`src/rtl/manchester_rx_decoder.sv`:
```
// Manchester receive decoder: oversamples line_in, locks on the start bit,
// recovers 8 data bits MSB-first from mid-bit edges, strobes each byte.
// Optional feature macro: MANCH_PARITY_EN (adds an even-parity ninth bit).
module manchester_rx_decoder #(
    parameter int HALF = 8
) (
    input  logic       clk,
    input  logic       rst,
    input  logic       en,
    input  logic       line_in,
    output logic [7:0] data_out,
    output logic       data_valid,
    output logic       frame_err,
    output logic       busy
);

    localparam int CW = $clog2(3*HALF);
    localparam int IW = $clog2(2*HALF+1);
`ifdef MANCH_PARITY_EN
    localparam int NBITS = 9;
`else
    localparam int NBITS = 8;
`endif
    localparam int BW = $clog2(NBITS);
    localparam int SW = NBITS - 1;

    localparam logic [CW-1:0] BLANK_END = CW'((3*HALF)/2);
    localparam logic [CW-1:0] TMO       = CW'((5*HALF)/2);
    localparam logic [IW-1:0] IDLE_LAST = IW'(2*HALF - 1);
    localparam logic [BW-1:0] LAST_BIT  = BW'(NBITS - 1);

    typedef enum logic [1:0] {IDLE, HUNT, BLANK, WINDOW} state_t;

    state_t        state, state_nxt;
    logic          s1, s2, s3;
    logic [CW-1:0] cnt, cnt_nxt, cnt_inc;
    logic [IW-1:0] idle_cnt, idle_nxt;
    logic [BW-1:0] bidx, bidx_nxt;
    logic [SW-1:0] shreg, shreg_nxt;
    logic [NBITS-1:0] full;
    logic [7:0]    dout_nxt;
    logic          dv_nxt, fe_nxt;
    logic          line_edge, line_rise;

    // Three-flop front end; only the last two stages feed the FSM
    always_ff @(posedge clk or posedge rst) begin
        if (rst) begin
            s1 <= 1'b0;
            s2 <= 1'b0;
            s3 <= 1'b0;
        end else begin
            s1 <= line_in;
            s2 <= s1;
            s3 <= s2;
        end
    end

    assign line_edge = s2 ^ s3;
    assign line_rise = s2 & ~s3;
    assign cnt_inc   = cnt + 1'b1;
    // Shift register contents as they will be once the current bit lands
    assign full      = {shreg, s2};
    assign busy      = (state == BLANK) || (state == WINDOW);

    // State, counters and registered output strobes
    always_ff @(posedge clk or posedge rst) begin
        if (rst) begin
            state      <= IDLE;
            cnt        <= '0;
            idle_cnt   <= '0;
            bidx       <= '0;
            shreg      <= '0;
            data_out   <= 8'h00;
            data_valid <= 1'b0;
            frame_err  <= 1'b0;
        end else begin
            state      <= state_nxt;
            cnt        <= cnt_nxt;
            idle_cnt   <= idle_nxt;
            bidx       <= bidx_nxt;
            shreg      <= shreg_nxt;
            data_out   <= dout_nxt;
            data_valid <= dv_nxt;
            frame_err  <= fe_nxt;
        end
    end

    // Next-state: idle qualification, start hunt, blanking, mid-bit window
    always_comb begin
        state_nxt = state;
        cnt_nxt   = cnt;
        idle_nxt  = idle_cnt;
        bidx_nxt  = bidx;
        shreg_nxt = shreg;
        dout_nxt  = data_out;
        dv_nxt    = 1'b0;
        fe_nxt    = 1'b0;
        if (!en) begin
            state_nxt = IDLE;
            idle_nxt  = '0;
        end else begin
            unique case (state)
                IDLE: begin
                    // Require a long low stretch so a trailing fall after a
                    // final 1 is never mistaken for the next start bit
                    if (s2) begin
                        idle_nxt = '0;
                    end else if (idle_cnt == IDLE_LAST) begin
                        idle_nxt  = '0;
                        state_nxt = HUNT;
                    end else begin
                        idle_nxt = idle_cnt + 1'b1;
                    end
                end
                HUNT: begin
                    if (line_rise) begin
                        state_nxt = BLANK;
                        cnt_nxt   = '0;
                        bidx_nxt  = '0;
                    end
                end
                BLANK: begin
                    // Edges here are bit-boundary edges and carry no data
                    cnt_nxt = cnt_inc;
                    if (cnt_inc == BLANK_END) state_nxt = WINDOW;
                end
                WINDOW: begin
                    if (line_edge) begin
                        shreg_nxt = full[SW-1:0];
                        cnt_nxt   = '0;
                        if (bidx == LAST_BIT) begin
                            state_nxt = IDLE;
`ifdef MANCH_PARITY_EN
                            if (^full == 1'b0) begin
                                dout_nxt = full[8:1];
                                dv_nxt   = 1'b1;
                            end else begin
                                fe_nxt = 1'b1;
                            end
`else
                            dout_nxt = full[7:0];
                            dv_nxt   = 1'b1;
`endif
                        end else begin
                            bidx_nxt  = bidx + 1'b1;
                            state_nxt = BLANK;
                        end
                    end else begin
                        cnt_nxt = cnt_inc;
                        if (cnt_inc == TMO) begin
                            fe_nxt    = 1'b1;
                            state_nxt = IDLE;
                        end
                    end
                end
                default: state_nxt = IDLE;
            endcase
        end
    end

endmodule
```
`config.mk`:
```
export PLATFORM = sky130hd
export DESIGN_NAME = manchester_rx_decoder
export DESIGN_NICKNAME = d
export VERILOG_FILES = /design/src/rtl/manchester_rx_decoder.sv
export SDC_FILE = /design/constraint.sdc
export NUM_CORES = 1
export LEC_CHECK = 0
export BUFFER_PORTS_ARGS = -buffer_cell sky130_fd_sc_hd__clkbuf_2
export CORE_MARGIN = 2
export CORE_UTILIZATION = 29
export CTS_BUF_LIST = sky130_fd_sc_hd__clkbuf_4 sky130_fd_sc_hd__clkbuf_8 sky130_fd_sc_hd__clkbuf_16
export DETAILED_ROUTE_END_ITERATION = 16
export GPL_ROUTABILITY_DRIVEN = 0
export PLACE_DENSITY = 0.55
export SLEW_MARGIN = 20
export SYNTH_ARGS = -nofsm -noshare
export SYNTH_HDL_FRONTEND = slang
export SYNTH_SLANG_ARGS = --single-unit
```
`constraint.sdc`:
```
create_clock -name clk -period 4.02 [get_ports clk]
set_input_delay 0.804 -clock clk [delete_from_list [all_inputs] [get_ports clk]]
set_output_delay 0.804 -clock clk [all_outputs]
set_load 0.01 [all_outputs]
```
======== Word level (Yosys, flattened, before mapping) ========
Index checks and enable logic that the tools add are counted.
word-level totals
  flip-flop bits (word level) ............. 35
  latch bits .............................. 0
  RAM bits ................................ 0
  bits in read-only memories .............. 0
  bits of input ports ..................... 4
  output and inout port bits .............. 11
  logic and storage cells ................. 70
  memories kept ........................... 0
operators by class
  add/sub/neg operators ................... 3
  $mul .................................... 0
  div/mod/pow operators ................... 0
  $lt $le $gt $ge ......................... 0
  eq/ne operators ......................... 16
  shift operators ......................... 0
  mux-type cells .......................... 28
  bitwise gates (word level) .............. 3
  reductions and logical operators ........ 9
operators by type and width
  operator                                              number
  2-to-1 mux 5 bit                                      6
  2-to-1 mux 2 bit                                      8
  one-hot mux 5 bit (3 select lines)                    1
  adder 5 x 1 -> 5 bit (second input constant)          2
  equality test 5 x 4 -> 1 bit (second input constant)  2
  AND reduction 5 bit                                   2
  2-to-1 mux 3 bit                                      3
  != test 3 bit (second input constant)                 3
  2-to-1 mux 1 bit                                      8
  one-hot mux 2 bit (4 select lines)                    1
  != test 2 bit (second input constant)                 3
  one-hot mux 3 bit (2 select lines)                    1
  AND reduction 3 bit                                   2
  equality test 5 bit (second input constant)           1
  equality test 2 bit (second input constant)           2
  != test 4 x 3 -> 1 bit (second input constant)        1
  AND reduction 4 bit                                   1
  adder 3 x 1 -> 3 bit (second input constant)          1
  equality test 3 bit (second input constant)           1
  != test 3 x 2 -> 1 bit (second input constant)        1
  nonzero test 3 bit                                    1
  equality test 2 x 1 -> 1 bit (second input constant)  1
  logical NOT 2 bit                                     1
  != test 2 x 1 -> 1 bit (second input constant)        1
  5 further kinds                                       5

======== Logic depth before layout (Yosys ltp) ========
  depth in word-level cells ............... 6
  depth in mapped cells ................... 7
  gate-level depth less buffers ........... 7

======== Least setup slack after synthesis ========
Ideal clock, no wire load.
  kind .................................... input port to flip-flop
  start point ............................. in en
  end point ............................... reg data_out[0]
  setup time .............................. 0.125 ns
  arrival time ............................ 1.771 ns
  required time ........................... 3.895 ns
  slack ................................... 2.124 ns
  stages on the path ...................... 6
  buffers on the path ..................... 1
  cell sequence ........................... inv_2 or3_1 buf_6 inv_8 nand2_8 mux2_4
between the ends
  word-level cells in the longest chain between the ends .. 1
RTL lines
  what                                  line  source
  start, declared                       9     input logic en,
  AND reduction 4 bit (no source line)  -
  end signal, assigned                  82    data_out <= dout_nxt;
  end, declared                         11    output logic [7:0] data_out,
Every way passes these cells.
A chain may end at the register's enable or synchronous reset.

======== Final worst setup path ========
  start point ............................. reg s2
  end point ............................... reg data_out[1]
between the ends
  word-level cells in the longest chain between the ends .. 2
RTL lines
  what                                  line  source
  start, declared                       35    logic s1, s2, s3;
  start signal, assigned                49    s2 <= 1'b0;
  start signal, assigned                53    s2 <= s1;
  bitwise XOR 1 bit                     58    assign line_edge = s2 ^ s3;
  AND reduction 4 bit (no source line)  -
Every way passes these cells.

==> impl_metrics.py <==
metrics = {
    "outcome": {
        "status": "finished clean",
    },
    "worst_setup_path": {
        "worst_ep_required_time_ps": 4190,
        "worstPathArrival_ps": 2240,
        "cp-end-kind": "flip-flop",
        "critPathMaxFanout": 9,
        "worstSetupStartpointType": "flip-flop",
        "worstSetupPathType": "flip-flop to flip-flop",
    },
    "drt": {
        "viasPerCell": 4.463,
        "vias": 1080,
        "drc_errors": 0,
        "wl_mm": 2.831,
        "ant_nets": 0,
        "wire_per_inst_um": 11.70,
        "drt-pass1-iter-count": 4,
        "drtIter0Drc": 73,
    },
    "placement": {
        "dp_hpwl_mm": 2.031,
        "port-buffer-count": 14,
    },
    "logic_synthesis": {
        "avgSynthCellArea_sq_um": 10.79,
        "async_flop_share": 1.000,
        "synthFlopType": "dfrtp_1",
        "syn-cell-area_sq_um": 1629,
        "yosys.cell_types.count": 32,
        "synth_nets": 161,
        "ys_seq_area_frac": 0.5376,
        "synth_most_common_cell": "dfrtp_1",
        "postSynthCellCount": 151,
        "synth_seq_cells": 35,
        "yosysTopAreaCell": "dfrtp_1",
        "yosysTopAreaCellShare": 0.5376,
        "synth_edf_count": 0,
        "yosysWarnings": 0,
        "yosys-top-cells-area": "dfrtp_1 (54%), mux2_4 (7.4%), nand2_1 (7.4%)",
        "ys_top_cells_by_count": "dfrtp_1 (35), nand2_1 (32), o21ai_0 (13)",
    },
    "clocking": {
        "ctsResizeCount": 0,
        "htreeDepth": 2,
        "tritoncts": "yes",
        "cts_inserted_buffers": 5,
        "root_buffer": "clkbuf_8",
        "clk_pin_slew_ps": 70,
        "worstSkewPairLatency_ps": 280,
        "clock-sinks": 35,
        "cts_setup_buffers": 0,
        "holdBufCountCts": 0,
        "clock_path_buffers": 2,
    },
    "power": {
        "power_leakage_nw": 0.9656,
        "power.internal_mw": 0.6683,
        "powerDensity_nw_per_um2": 504.4,
        "seqPwrFrac": 0.485,
        "swShare": 0.2978,
        "ir_worst_vdd_v": 0.0002948,
        "p_switching_mw": 0.2834,
        "p_clk_frac": 0.342,
        "pwr-share-comb": 0.173,
    },
    "sta": {
        "slew_viol_final": 0,
        "finalHoldViolCount": 0,
        "tns_ps": 0,
        "whs_ps": 363.1,
        "finClkSkew_ps": 4.466,
        "tightest_slew_ps": 448.0,
        "final-setup-viol-count": 0,
        "period_needed_ps": 2066,
        "grt_setup_unrepaired": "false",
        "relSlewSlack": 0.7013,
        "clock.fmax_ghz": 0.4841,
        "fin_crit_sh": 0.5138,
    },
    "die": {
        "start_util": 0.2977,
        "coreArea_sq_um": 5473,
        "die_h_um": 78.95,
        "dieWidth_um": 78.95,
        "die_area_sq_um": 6233,
        "fp-row-count": 27,
        "floorplan.io_pins": 15,
    },
    "worst_hold_path": {
        "hold_path_class": "flip-flop to flip-flop",
    },
    "global_route": {
        "grt_use_total": 0.1017,
        "grt_pass1_wl_mm": 4.843,
        "antenna_found_initial": 0,
        "grt_pass1_vias": 1036,
        "grt_max_degree": 36,
        "grt_overflow": 0,
    },
    "cells_and_area": {
        "area_growth_pct": 15.82,
        "drive_gt1_frac": 0.2235,
        "diodes": 0,
        "nNetsFinal": 179,
        "fillers": 586,
    },
    "run": {
        "maxCapViolCount": 0,
    },
}
-- cells in the final DEF, fill, tap and decap left out, types with 2 or more instances in the layout --
| master | Yosys | final |
|---|---|---|
| mux2_4 | 8 | 8 |
| nand2_1 | 32 | 32 |
| mux2_2 | 3 | 3 |
| a21oi_1 | 2 | 2 |
| xnor2_1 | 2 | 2 |
| dfrtp_1 | 35 | 35 |
| a22o_1 | 2 | 2 |
| nor4_1 | 2 | 2 |
| nand4_1 | 4 | 4 |
| clkbuf_8 | 0 | 6 |
| nor3_1 | 5 | 5 |
| inv_1 | 6 | 6 |
| ha_1 | 6 | 6 |
| nor2_1 | 6 | 6 |
| nand3_1 | 6 | 6 |
| clkbuf_2 | 0 | 14 |
| xor2_1 | 3 | 3 |
| o21ai_0 | 13 | 13 |
-- critical path, cell delays in order (launching register included) --
cell and delay, ps:
dfrtp_1 460, ha_1 370, or3_1 570, inv_8 150, nand2_8 90, mux2_4 320
-- power groups by stage --
stage	clock (mW)	combinational, mW	sequential (mW)
2_1_floorplan	0	0.158	0.437
3_3_place_gp	0	0.164	0.468
3_5_place_dp	0	0.167	0.468
4_1_cts	0.338	0.168	0.461
5_1_grt	0.354	0.192	0.471
6_report	0.325	0.165	0.461
-- area by class of cell --
class                   instances  area (sq um)  area share
well taps                      72         90.09     0.04775
clock inverters                 2         35.03     0.01857
clock buffers                   6         82.58     0.04377
repair buffers                 15         77.57     0.04111
multi-input cells             104         688.2      0.3647
flip-flops and latches         35         875.8      0.4642
inverters                       8         37.54     0.01989
-- final timing paths --
check                                  start                 endpoint  slack, ps  cells after the start
worst max-delay path            s2$_DFF_PP0_  data_out[1]$_DFFE_PP0P_       1950                      5
worst min-delay path            s1$_DFF_PP0_             s2$_DFF_PP0_        360                      0
worst max register to register  s2$_DFF_PP0_  data_out[1]$_DFFE_PP0P_       1950                      5
worst min register to register  s1$_DFF_PP0_             s2$_DFF_PP0_        360                      0
max in group asynchronous                rst       cnt[2]$_DFFE_PP0P_       3110                      3
min in group asynchronous                rst  data_out[5]$_DFFE_PP0P_        590                      3
-- logic make-up (layout without fill, tap and decap cells) --
logic type               after synthesis  in the layout  share of synthesized area
AO/OA/AOI/OAI                         21             21                    0.07374
AND/OR/NAND/NOR                       60             60                     0.1751
buffers and inverters                 12             31                    0.03993
XOR/XNOR                               5              5                    0.02689
adder cells (fa/ha/maj)                6              6                    0.04608
flip-flops                            35             35                     0.5376
multiplexers                          12             12                     0.1006
-- flip-flops by register name (all words and copies together), names as in the netlist --
signal,flops
s2,1
state,2
idle_cnt,5
bidx,3
data_valid,1
shreg,7
s1,1
frame_err,1
s3,1
data_out,8
cnt,5
-- metrics by stage --
stage | cells | worst slack, ps | power, mW | utilization | cell area, sq um
finish | 242 | 1954 | 0.9517 | 0.3448 | 1887
global route | 242 | 1869 | 1.017 | 0.3448 | 1887
CTS | 242 | 1953 | 0.9675 | 0.3448 | 1887
detailed placement | 234 | 1791 | 0.6349 | 0.3233 | 1769
global placement | 234 | 1819 | 0.6318 | 0.3233 | 1769
floorplan | 151 | 2124 | 0.5949 | - | 1629
-- per-layer routing --
layer	vias to the layer above	share of wire	track usage	wire (um)
li1	556	-	-	-
met1	502	0.51	0.1348	1439
met2	17	0.44	0.1521	1239
met3	5	0.043	0.03523	121
met4	0	0.011	0.04138	31
met5	-	0	0	0
No activity file was read; power rests on OpenSTA's default activity.
